<file path="src/rtl/ahb_names_pkg.sv">
// AHB-Lite encodings shared by the APB-to-AHB bridge.
package ahb_names_pkg;

   // HTRANS transfer types
   typedef enum logic [1:0] {
      HTRANS_IDLE   = 2'b00,
      HTRANS_BUSY   = 2'b01,
      HTRANS_NONSEQ = 2'b10,
      HTRANS_SEQ    = 2'b11
   } htrans_t;

   // HSIZE transfer sizes used on a 32-bit bus
   typedef enum logic [2:0] {
      HSIZE_BYTE = 3'b000,
      HSIZE_HALF = 3'b001,
      HSIZE_WORD = 3'b010
   } hsize_t;

   // HBURST: the bridge only ever issues single transfers
   localparam logic [2:0] HBURST_SINGLE = 3'b000;

endpackage

</file>
<file path="src/rtl/apb_names_pkg.sv">
// APB-side bridge state and protection mapping.
package apb_names_pkg;

   // Bridge sequencing: APB setup -> AHB address -> AHB data -> APB completion
   typedef enum logic [1:0] {
      ST_IDLE = 2'b00,
      ST_ADDR = 2'b01,
      ST_DATA = 2'b10,
      ST_DONE = 2'b11
   } state_t;

   // APB PPROT -> AHB HPROT: privileged follows pprot[0], data/opcode is the
   // inverse of the APB instruction bit; non-bufferable, non-cacheable.
   function automatic logic [3:0] prot_map(input logic i_priv, input logic i_instr);
      return {1'b0, 1'b0, i_priv, ~i_instr};
   endfunction

endpackage

</file>
<file path="src/rtl/apb2ahb_strb_dec.sv">
// Decodes an APB write strobe pattern into an aligned AHB size and low address.
module apb2ahb_strb_dec
   import ahb_names_pkg::*;
(
   input  logic         i_write,
   input  logic [3:0]   i_strb,
   output hsize_t       o_hsize,
   output logic [1:0]   o_alo,
   output logic         o_legal
);

   // Only naturally aligned byte, halfword and word patterns are legal writes;
   // reads always fetch the whole aligned word.
   always_comb begin
      o_hsize = HSIZE_WORD;
      o_alo   = 2'b00;
      o_legal = 1'b1;
      if (i_write) begin
         case (i_strb)
            4'b1111: begin
               o_hsize = HSIZE_WORD;
               o_alo   = 2'b00;
            end
            4'b0011: begin
               o_hsize = HSIZE_HALF;
               o_alo   = 2'b00;
            end
            4'b1100: begin
               o_hsize = HSIZE_HALF;
               o_alo   = 2'b10;
            end
            4'b0001: begin
               o_hsize = HSIZE_BYTE;
               o_alo   = 2'b00;
            end
            4'b0010: begin
               o_hsize = HSIZE_BYTE;
               o_alo   = 2'b01;
            end
            4'b0100: begin
               o_hsize = HSIZE_BYTE;
               o_alo   = 2'b10;
            end
            4'b1000: begin
               o_hsize = HSIZE_BYTE;
               o_alo   = 2'b11;
            end
            default: begin
               o_hsize = HSIZE_WORD;
               o_alo   = 2'b00;
               o_legal = 1'b0;
            end
         endcase
      end
   end

endmodule

</file>
<file path="src/rtl/apb2ahb.sv">
// APB completer to AHB-Lite manager bridge: one APB access becomes one AHB
// SINGLE transfer, with all bus outputs registered.
module apb2ahb
   import ahb_names_pkg::*;
   import apb_names_pkg::*;
#(
   parameter int unsigned ADDR  = 32,
   parameter int unsigned HDATA = 32,
   parameter int unsigned PDATA = 32
) (
   input  logic                 clk,
   input  logic                 reset,
   // APB completer
   input  logic                 psel,
   input  logic                 penable,
   input  logic [ADDR-1:0]      paddr,
   input  logic                 pwrite,
   input  logic [PDATA/8-1:0]   pstrb,
   input  logic [PDATA-1:0]     pwdata,
   input  logic [2:0]           pprot,
   output logic [PDATA-1:0]     prdata,
   output logic                 pready,
   output logic                 pslverr,
   // AHB-Lite manager
   output logic [1:0]           htrans,
   output logic [2:0]           hburst,
   output logic [2:0]           hsize,
   output logic [3:0]           hprot,
   output logic                 hmastlock,
   output logic [ADDR-1:0]      haddr,
   output logic                 hwrite,
   output logic [HDATA-1:0]     hwdata,
   input  logic [HDATA-1:0]     hrdata,
   input  logic                 hready,
   input  logic                 hresp
);

   state_t              r_state;
   htrans_t             r_htrans;
   hsize_t              r_hsize;
   logic [ADDR-1:0]     r_haddr;
   logic                r_hwrite;
   logic [3:0]          r_hprot;
   logic [HDATA-1:0]    r_hwdata;
   logic [PDATA-1:0]    r_wdata;
   logic [PDATA-1:0]    r_prdata;
   logic                r_pready;
   logic                r_pslverr;

   hsize_t              w_hsize;
   logic [1:0]          w_alo;
   logic                w_legal;
   logic                w_setup;
   logic                w_unused;

   // APB setup phase: selected but not yet in the access phase
   assign w_setup = psel & ~penable;

   // The low address bits come from the strobes, and pprot[1] has no AHB
   // counterpart, so those input bits are intentionally dropped.
   assign w_unused = &{1'b0, paddr[1:0], pprot[1]};

   apb2ahb_strb_dec u_strb_dec (
      .i_write (pwrite),
      .i_strb  (pstrb),
      .o_hsize (w_hsize),
      .o_alo   (w_alo),
      .o_legal (w_legal)
   );

   // Bridge sequencer; every bus output is a register updated here.
   // The decoded strobes (size + low address) are what is kept of pstrb.
   always_ff @(posedge clk or posedge reset) begin
      if (reset) begin
         r_state   <= ST_IDLE;
         r_htrans  <= HTRANS_IDLE;
         r_hsize   <= HSIZE_BYTE;
         r_haddr   <= '0;
         r_hwrite  <= 1'b0;
         r_hprot   <= '0;
         r_hwdata  <= '0;
         r_wdata   <= '0;
         r_prdata  <= '0;
         r_pready  <= 1'b0;
         r_pslverr <= 1'b0;
      end else begin
         case (r_state)
            ST_IDLE: begin
               if (w_setup) begin
                  if (w_legal) begin
                     r_wdata  <= pwdata;
                     r_hwrite <= pwrite;
                     r_hsize  <= w_hsize;
                     r_haddr  <= {paddr[ADDR-1:2], w_alo};
                     r_hprot  <= prot_map(pprot[0], pprot[2]);
                     r_htrans <= HTRANS_NONSEQ;
                     r_state  <= ST_ADDR;
                  end else begin
                     // Illegal strobes complete on APB without touching AHB
                     r_prdata  <= '0;
                     r_pready  <= 1'b1;
                     r_pslverr <= 1'b1;
                     r_state   <= ST_DONE;
                  end
               end
            end
            ST_ADDR: begin
               if (hready) begin
                  r_htrans <= HTRANS_IDLE;
                  r_hwdata <= r_wdata;
                  r_state  <= ST_DATA;
               end
            end
            ST_DATA: begin
               // An error's first (hready=0) cycle is simply waited through
               if (hready) begin
                  r_prdata  <= (r_hwrite || hresp) ? '0 : hrdata;
                  r_pslverr <= hresp;
                  r_pready  <= 1'b1;
                  r_state   <= ST_DONE;
               end
            end
            ST_DONE: begin
               r_prdata  <= '0;
               r_pready  <= 1'b0;
               r_pslverr <= 1'b0;
               r_state   <= ST_IDLE;
            end
            default: begin
               r_state <= ST_IDLE;
            end
         endcase
      end
   end

   assign htrans    = r_htrans;
   assign hburst    = HBURST_SINGLE;
   assign hsize     = r_hsize;
   assign hprot     = r_hprot;
   assign hmastlock = 1'b0;
   assign haddr     = r_haddr;
   assign hwrite    = r_hwrite;
   assign hwdata    = r_hwdata;
   assign prdata    = r_prdata;
   assign pready    = r_pready;
   assign pslverr   = r_pslverr;

endmodule

</file>
<file path="config.mk">
export PLATFORM = sky130hd
export DESIGN_NAME = apb2ahb
export DESIGN_NICKNAME = d
export VERILOG_FILES = /design/src/rtl/ahb_names_pkg.sv /design/src/rtl/apb_names_pkg.sv /design/src/rtl/apb2ahb_strb_dec.sv /design/src/rtl/apb2ahb.sv
export SDC_FILE = /design/constraint.sdc
export NUM_CORES = 1
export LEC_CHECK = 0
export ABC_AREA = 0
export CAP_MARGIN = 10
export CORE_ASPECT_RATIO = 1.1
export CORE_MARGIN = 2
export CORE_UTILIZATION = 48
export DETAILED_ROUTE_END_ITERATION = 10
export MAX_ROUTING_LAYER = met4
export PLACE_DENSITY = 0.86
export SLEW_MARGIN = 20
export SYNTH_ARGS = -nofsm -noshare
export SYNTH_HDL_FRONTEND = slang
export SYNTH_SLANG_ARGS = --single-unit
export TNS_END_PERCENT = 10
</file>
<file path="constraint.sdc">
create_clock -name clk -period 11.3 [get_ports clk]
set_input_delay 2.26 -clock clk [delete_from_list [all_inputs] [get_ports clk]]
set_output_delay 2.26 -clock clk [all_outputs]
set_load 0.02 [all_outputs]
</file>
# Yosys cells after proc, flatten, opt, wreduce, memory -nomap -nowiden
# Cells that the tools add are included.
# totals
regBits,140
input_bits,110
elab_cells,68
# classes
eq_ne,15
muxes,26
bitwise_logic,3
reduce_logical,13
# op_table
operator,count
$mux W32,4
$pmux W32 S3,1
$mux W2,8
$eq A4 B4 Y1 const B,3
$eq A4 B2 Y1 const B,2
$ne A2 B2 Y1 const B,4
$pmux W2 S2,2
$pmux W2 S4,1
$reduce_and A4 Y1,2
$reduce_or A7 Y1,1
$mux W1,6
$pmux W1 S3,2
$pmux W2 S3,1
$reduce_and A3 Y1,2
$eq A2 B2 Y1 const B,2
$eq A4 B1 Y1 const B,1
$eq A4 B3 Y1 const B,1
$reduce_or A2 Y1,2
$reduce_or A4 Y1,1
$mux W3,1
$reduce_bool A3 Y1,1
$eq A2 B1 Y1 const B,1
$logic_not A2 Y1,1
$ne A2 B1 Y1 const B,1
other kinds (5),6

# Longest topological paths before layout
# depth
ltp_word,7
ltp_mapped,8
ltp_nobuf,6

# Modules after synthesis
# A second synthesis with hierarchy kept.
# hier_totals
hier_cells,412
area_unflattened_um2,5714.2
# modules_own_cells
module,n_inst,cells_each,area_per_inst_um2,seq_area_each_um2
apb2ahb,1,396,5610.4,3478.3
apb2ahb_strb_dec,1,16,103.8,0.0

# Worst setup path before layout
# No wires, ideal clock.
# synth_path
path_kind,input port to flip-flop
from,in pstrb[2]
to,"reg r_haddr[0], in the netlist haddr[0]"
setup_time_ns,0.125
arrival_ns,3.638
required_time_ns,11.175
path_slack_ns,7.536
stages,5
cell_sequence,nor2_4 mux2i_1 a311oi_4 buf_6 mux2_4
# synth_between
elab_chain_len,5
word_cells_on_any_way,14
classes_between,eq/ne: 7; mux: 4; reduce/logical: 3
# synth_lines
item,line,text
start: declaration,apb2ahb.sv:18,"input logic [PDATA/8-1:0] pstrb,"
$eq A4 B4 Y1 (tied with other cells),apb2ahb_strb_dec.sv:19,case (i_strb)
$reduce_or A7 Y1 (no line),n/a,
$mux W1,apb2ahb_strb_dec.sv:19,
$mux W1,apb2ahb_strb_dec.sv:18,if (i_write) begin
$reduce_and A3 Y1 (no line),n/a,
end signal: assignment,apb2ahb.sv:94,"r_haddr <= {paddr[ADDR-1:2], w_alo};"
end: declaration,apb2ahb.sv:41,logic [ADDR-1:0] r_haddr;
# Parallel ways exist; a longest one is shown, timed or not.
# A chain may end at the register's enable or synchronous reset.

# Worst setup path after layout
# layout_path
from,in pstrb[2]
to,"reg r_pslverr, in the netlist pslverr"
# layout_between
elab_chain_len,6
word_cells_on_any_way,12
classes_between,eq/ne: 8; mux: 2; reduce/logical: 2
# layout_lines
item,line,text
$eq A4 B4 Y1 (tied with other cells),apb2ahb_strb_dec.sv:19,
$reduce_or A7 Y1 (no line) *,n/a,
$mux W1 *,apb2ahb_strb_dec.sv:19,
$mux W1 *,apb2ahb_strb_dec.sv:18,
$ne A2 B2 Y1 (no line) *,n/a,
$reduce_and A4 Y1 (no line) *,n/a,
end signal: assignment,apb2ahb.sv:118,r_pslverr <= hresp;
end: declaration,apb2ahb.sv:48,logic r_pslverr;
# Every way passes the cells marked *; elsewhere a longest branch is shown, timed or not.

==> impl_metrics.tcl <==
set metrics [dict create \
    status "finished clean" \
    synth_top_cell_area_share_pct 58.6 \
    r2r-end "r_wdata[2]" \
    synth_flop_cell "dfrtp_1" \
    power_frac_seq_pct 33.4 \
    worstMarginPinSlew_ns 0.931 \
    startpoint_type "input pin" \
    multi_input_area_mm2 0.00212 \
    power.switching_mw 0.887 \
    yosysUniqueCellTypes 35 \
    io_buffers 210 \
    cap_violations 0 \
    grt_start_max_net_pins 76 \
    post_cts_resized 0 \
    criticalPathCategory "input pin to flop" \
    routed-wl-met3_um 1090 \
    finalHoldViolCount 0 \
    power.clock.fraction_pct 21.4 \
    num-fill-cells 769 \
    max_slew_margin_pct 37.9 \
    crit_family "buffers and inverters" \
    die_w_um 110 \
    p_int_mw 1.72 \
    cts_sinks 138 \
    synth.largest_area_cell "dfrtp_1" \
    synth.area.top_cells "dfrtp_1 (59%), mux2_4 (13%), mux2_2 (8.6%), mux2i_1 (6.3%), inv_1 (2.7%)" \
    period_minus_slack_ns 4.17 \
    grt_overflow 0 \
    cts.path.max_buffers 2 \
    worstPathCellList "clkdlybuf4s50_1, nor2_4, mux2i_1, and3_1, o211ai_1, buf_4, mux2_2" \
    numCtsBuffers 17 \
    synth_edf_count 0 \
    ys_ff_latch 138 \
    post_drt_wl_per_cell_um 17.2 \
    drtIter0Drc 207 \
    p_per_area_mw_per_mm2 300 \
    drv_slew 0 \
    clock_skew_ns 0.00999 \
    synth_most_common_cell "dfrtp_1" \
    num_rows 42 \
    synthArstFlopShare_pct 100 \
    holdCritStartpoint "r_wdata[0]" \
    hold_end "r_wdata[0]" \
    num_vias 3905 \
    die_area_mm2 0.0132 \
    dp_hpwl_um 9700 \
    r2r_slack_ns 9.10 \
    clock_latency_ns 0.41 \
    gp_congestion 0.790 \
    wl_met2_um 6940 \
    antenna_found_initial 0 \
    grt_usage_pct 21.8 \
    wirelength_um 13800 \
    wl_met1_um 5520 \
    worstPathRequired_ns 11.59 \
    critPathBufInv 2 \
    drc 0 \
    post-route-util_pct 72.5 \
    final_nets 748 \
    via_per_inst 4.89 \
    finalCritPeriodShare_pct 36.9 \
    crit_path_end_kind "flop" \
    critPathArrivalTime_ns 4.47 \
    start_util_pct 49.2 \
    p_comb_share_pct 45.2 \
    layout-drive-gt1-share_pct 21.4 \
    r2r_start "r_state[0]" \
    core_mm2 0.0120 \
    fmax_mhz 240 \
    grt_pass1_vias 4222 \
    grt_first_pass_wirelength_um 21100 \
    highest_layer "met4" \
    post_cts_buffers 0 \
    ys_seq_area_share_pct 58.6 \
    synth_common_cells "dfrtp_1 (138), mux2_4 (50), mux2_2 (45), inv_1 (42), mux2i_1 (37)" \
    syn_area_mm2 0.00589 \
    ctsHoldBuffers 0 \
    synthToLayoutAreaGrowth_pct 47.4 \
    postSynthAreaPerCell_um2 14.2 \
    finalSetupViolCount 0 \
    r2r_cells 6 \
    syn_inst 415 \
    diodes 0 \
    grt_setup_unrepaired "false" \
    p_leak_nw 3.91 \
    cts_tree "built" \
    setup_tns_ns 0 \
    worst_hold_path.num_cells 1 \
    die_y_um 120 \
    yosysWarnings 0 \
    crit_fanout 34 \
    hp-class "flop to flop" \
    pin_count 222 \
    p_sw_share_pct 34.0 \
    seq_area_mm2 0.00345 \
    vdd_drop_max_uv 155 \
    critPathMaxStageDelay_ns 0.52 \
    worst_path_max_delay_cell "buf_4" \
    root_buffer "clkbuf_16" \
    ant_nets 0 \
    firstDrtPassIters 4 \
    h-tree-depth 4 \
    clk_pin_slew_ns 0.06 \
]
==> cell type report <==
class                      count  area share, %
clock buffer                  17           4.90
clock inverter                14           1.97
inverter                      42           1.87
multi-input combinational    217           24.4
sequential                   138           39.8
tap                          154           2.22
timing repair buffer         217           24.8
==> worst max-delay path by stage <==
stage | from | end | slack [ns] | depth (start not counted)
global route | pstrb[3] | pslverr | 7.03 | 7
CTS | pstrb[3] | pslverr | 7.15 | 7
floorplan | reset | haddr[0] | 5.34 | 1
detailed placement | pstrb[2] | pslverr | 6.71 | 7
finish | pstrb[2] | pslverr | 7.13 | 7
global placement | pstrb[3] | pslverr | 6.77 | 7
==> layout by cell type (no fill, tap or decap), types with 2 or more instances in the layout <==
cell type and n:
o21ai_0 2, mux2_2 45, mux2_1 4, clkinv_4 2, inv_1 41, clkinvlp_4 3
mux2i_1 37, and3_1 2, clkdlybuf4s50_1 210, nor2_1 7, inv_6 4, mux2_4 50
ha_1 5, xnor2_1 2, nand2_1 35, a21oi_1 2, o21ai_1 2, dfrtp_1 138
bufinv_16 3, buf_4 7, clkinv_2 3, o211ai_1 2, clkbuf_16 17, conb_1 8
==> worst reg2reg max path: cells and delay by family, from the launching register on <==
kind | cells | cell delay (ns)
buffers and inverters | 3 | 0.76
DFF | 1 | 0.42
AOI/OAI and AO/OA | 1 | 0.27
muxes | 1 | 0.40
adders and majority gates | 1 | 0.23
==> power by group through the flow <==
stage | sequential, mW | combinational (mW) | clock [mW]
6_report | 0.871 | 1.18 | 0.559
5_1_grt | 0.899 | 1.25 | 0.591
4_1_cts | 0.873 | 1.19 | 0.568
3_5_place_dp | 0.877 | 1.18 | 0
3_3_place_gp | 0.859 | 1.15 | 0
2_1_floorplan | 1.08 | 0.466 | 0
==> cell families after synthesis <==
family          after synthesis  synth area share [%]
flops                       138                  58.6
mux                         136                  28.4
buf+inv                      67                  5.88
simple gates                 52                  3.80
compound gates               14                  1.87
fa+ha+maj                     5                  1.06
xor+xnor                      2                 0.297
other cells                   1                0.0637
==> routing by layer <==
metal  track usage (%)  up-vias
met5                 -        -
met4              8.47        0
met3              6.68       15
met2              35.5      147
met1              25.0     1937
li1                  -     1806
==> state kept, by name (all words and copies together) (netlist names) <==
signal   flops
haddr       32
hprot        2
hsize        2
htrans       1
hwdata      32
hwrite       1
prdata      32
pready       1
pslverr      1
r_state      2
r_wdata     32
==> metrics by stage <==
stage	hold slack (ns)	cells	total power, mW	area, um2	worst slack (ns)
detailed placement	0.481	768	2.06	8090	6.71
finish	0.493	799	2.61	8680	7.13
global route	0.516	799	2.74	8680	7.03
CTS	0.494	799	2.63	8680	7.15
floorplan	0.454	422	1.55	5920	5.34
global placement	0.466	768	2.01	8090	6.77
Power figures use the tool's default switching activity.
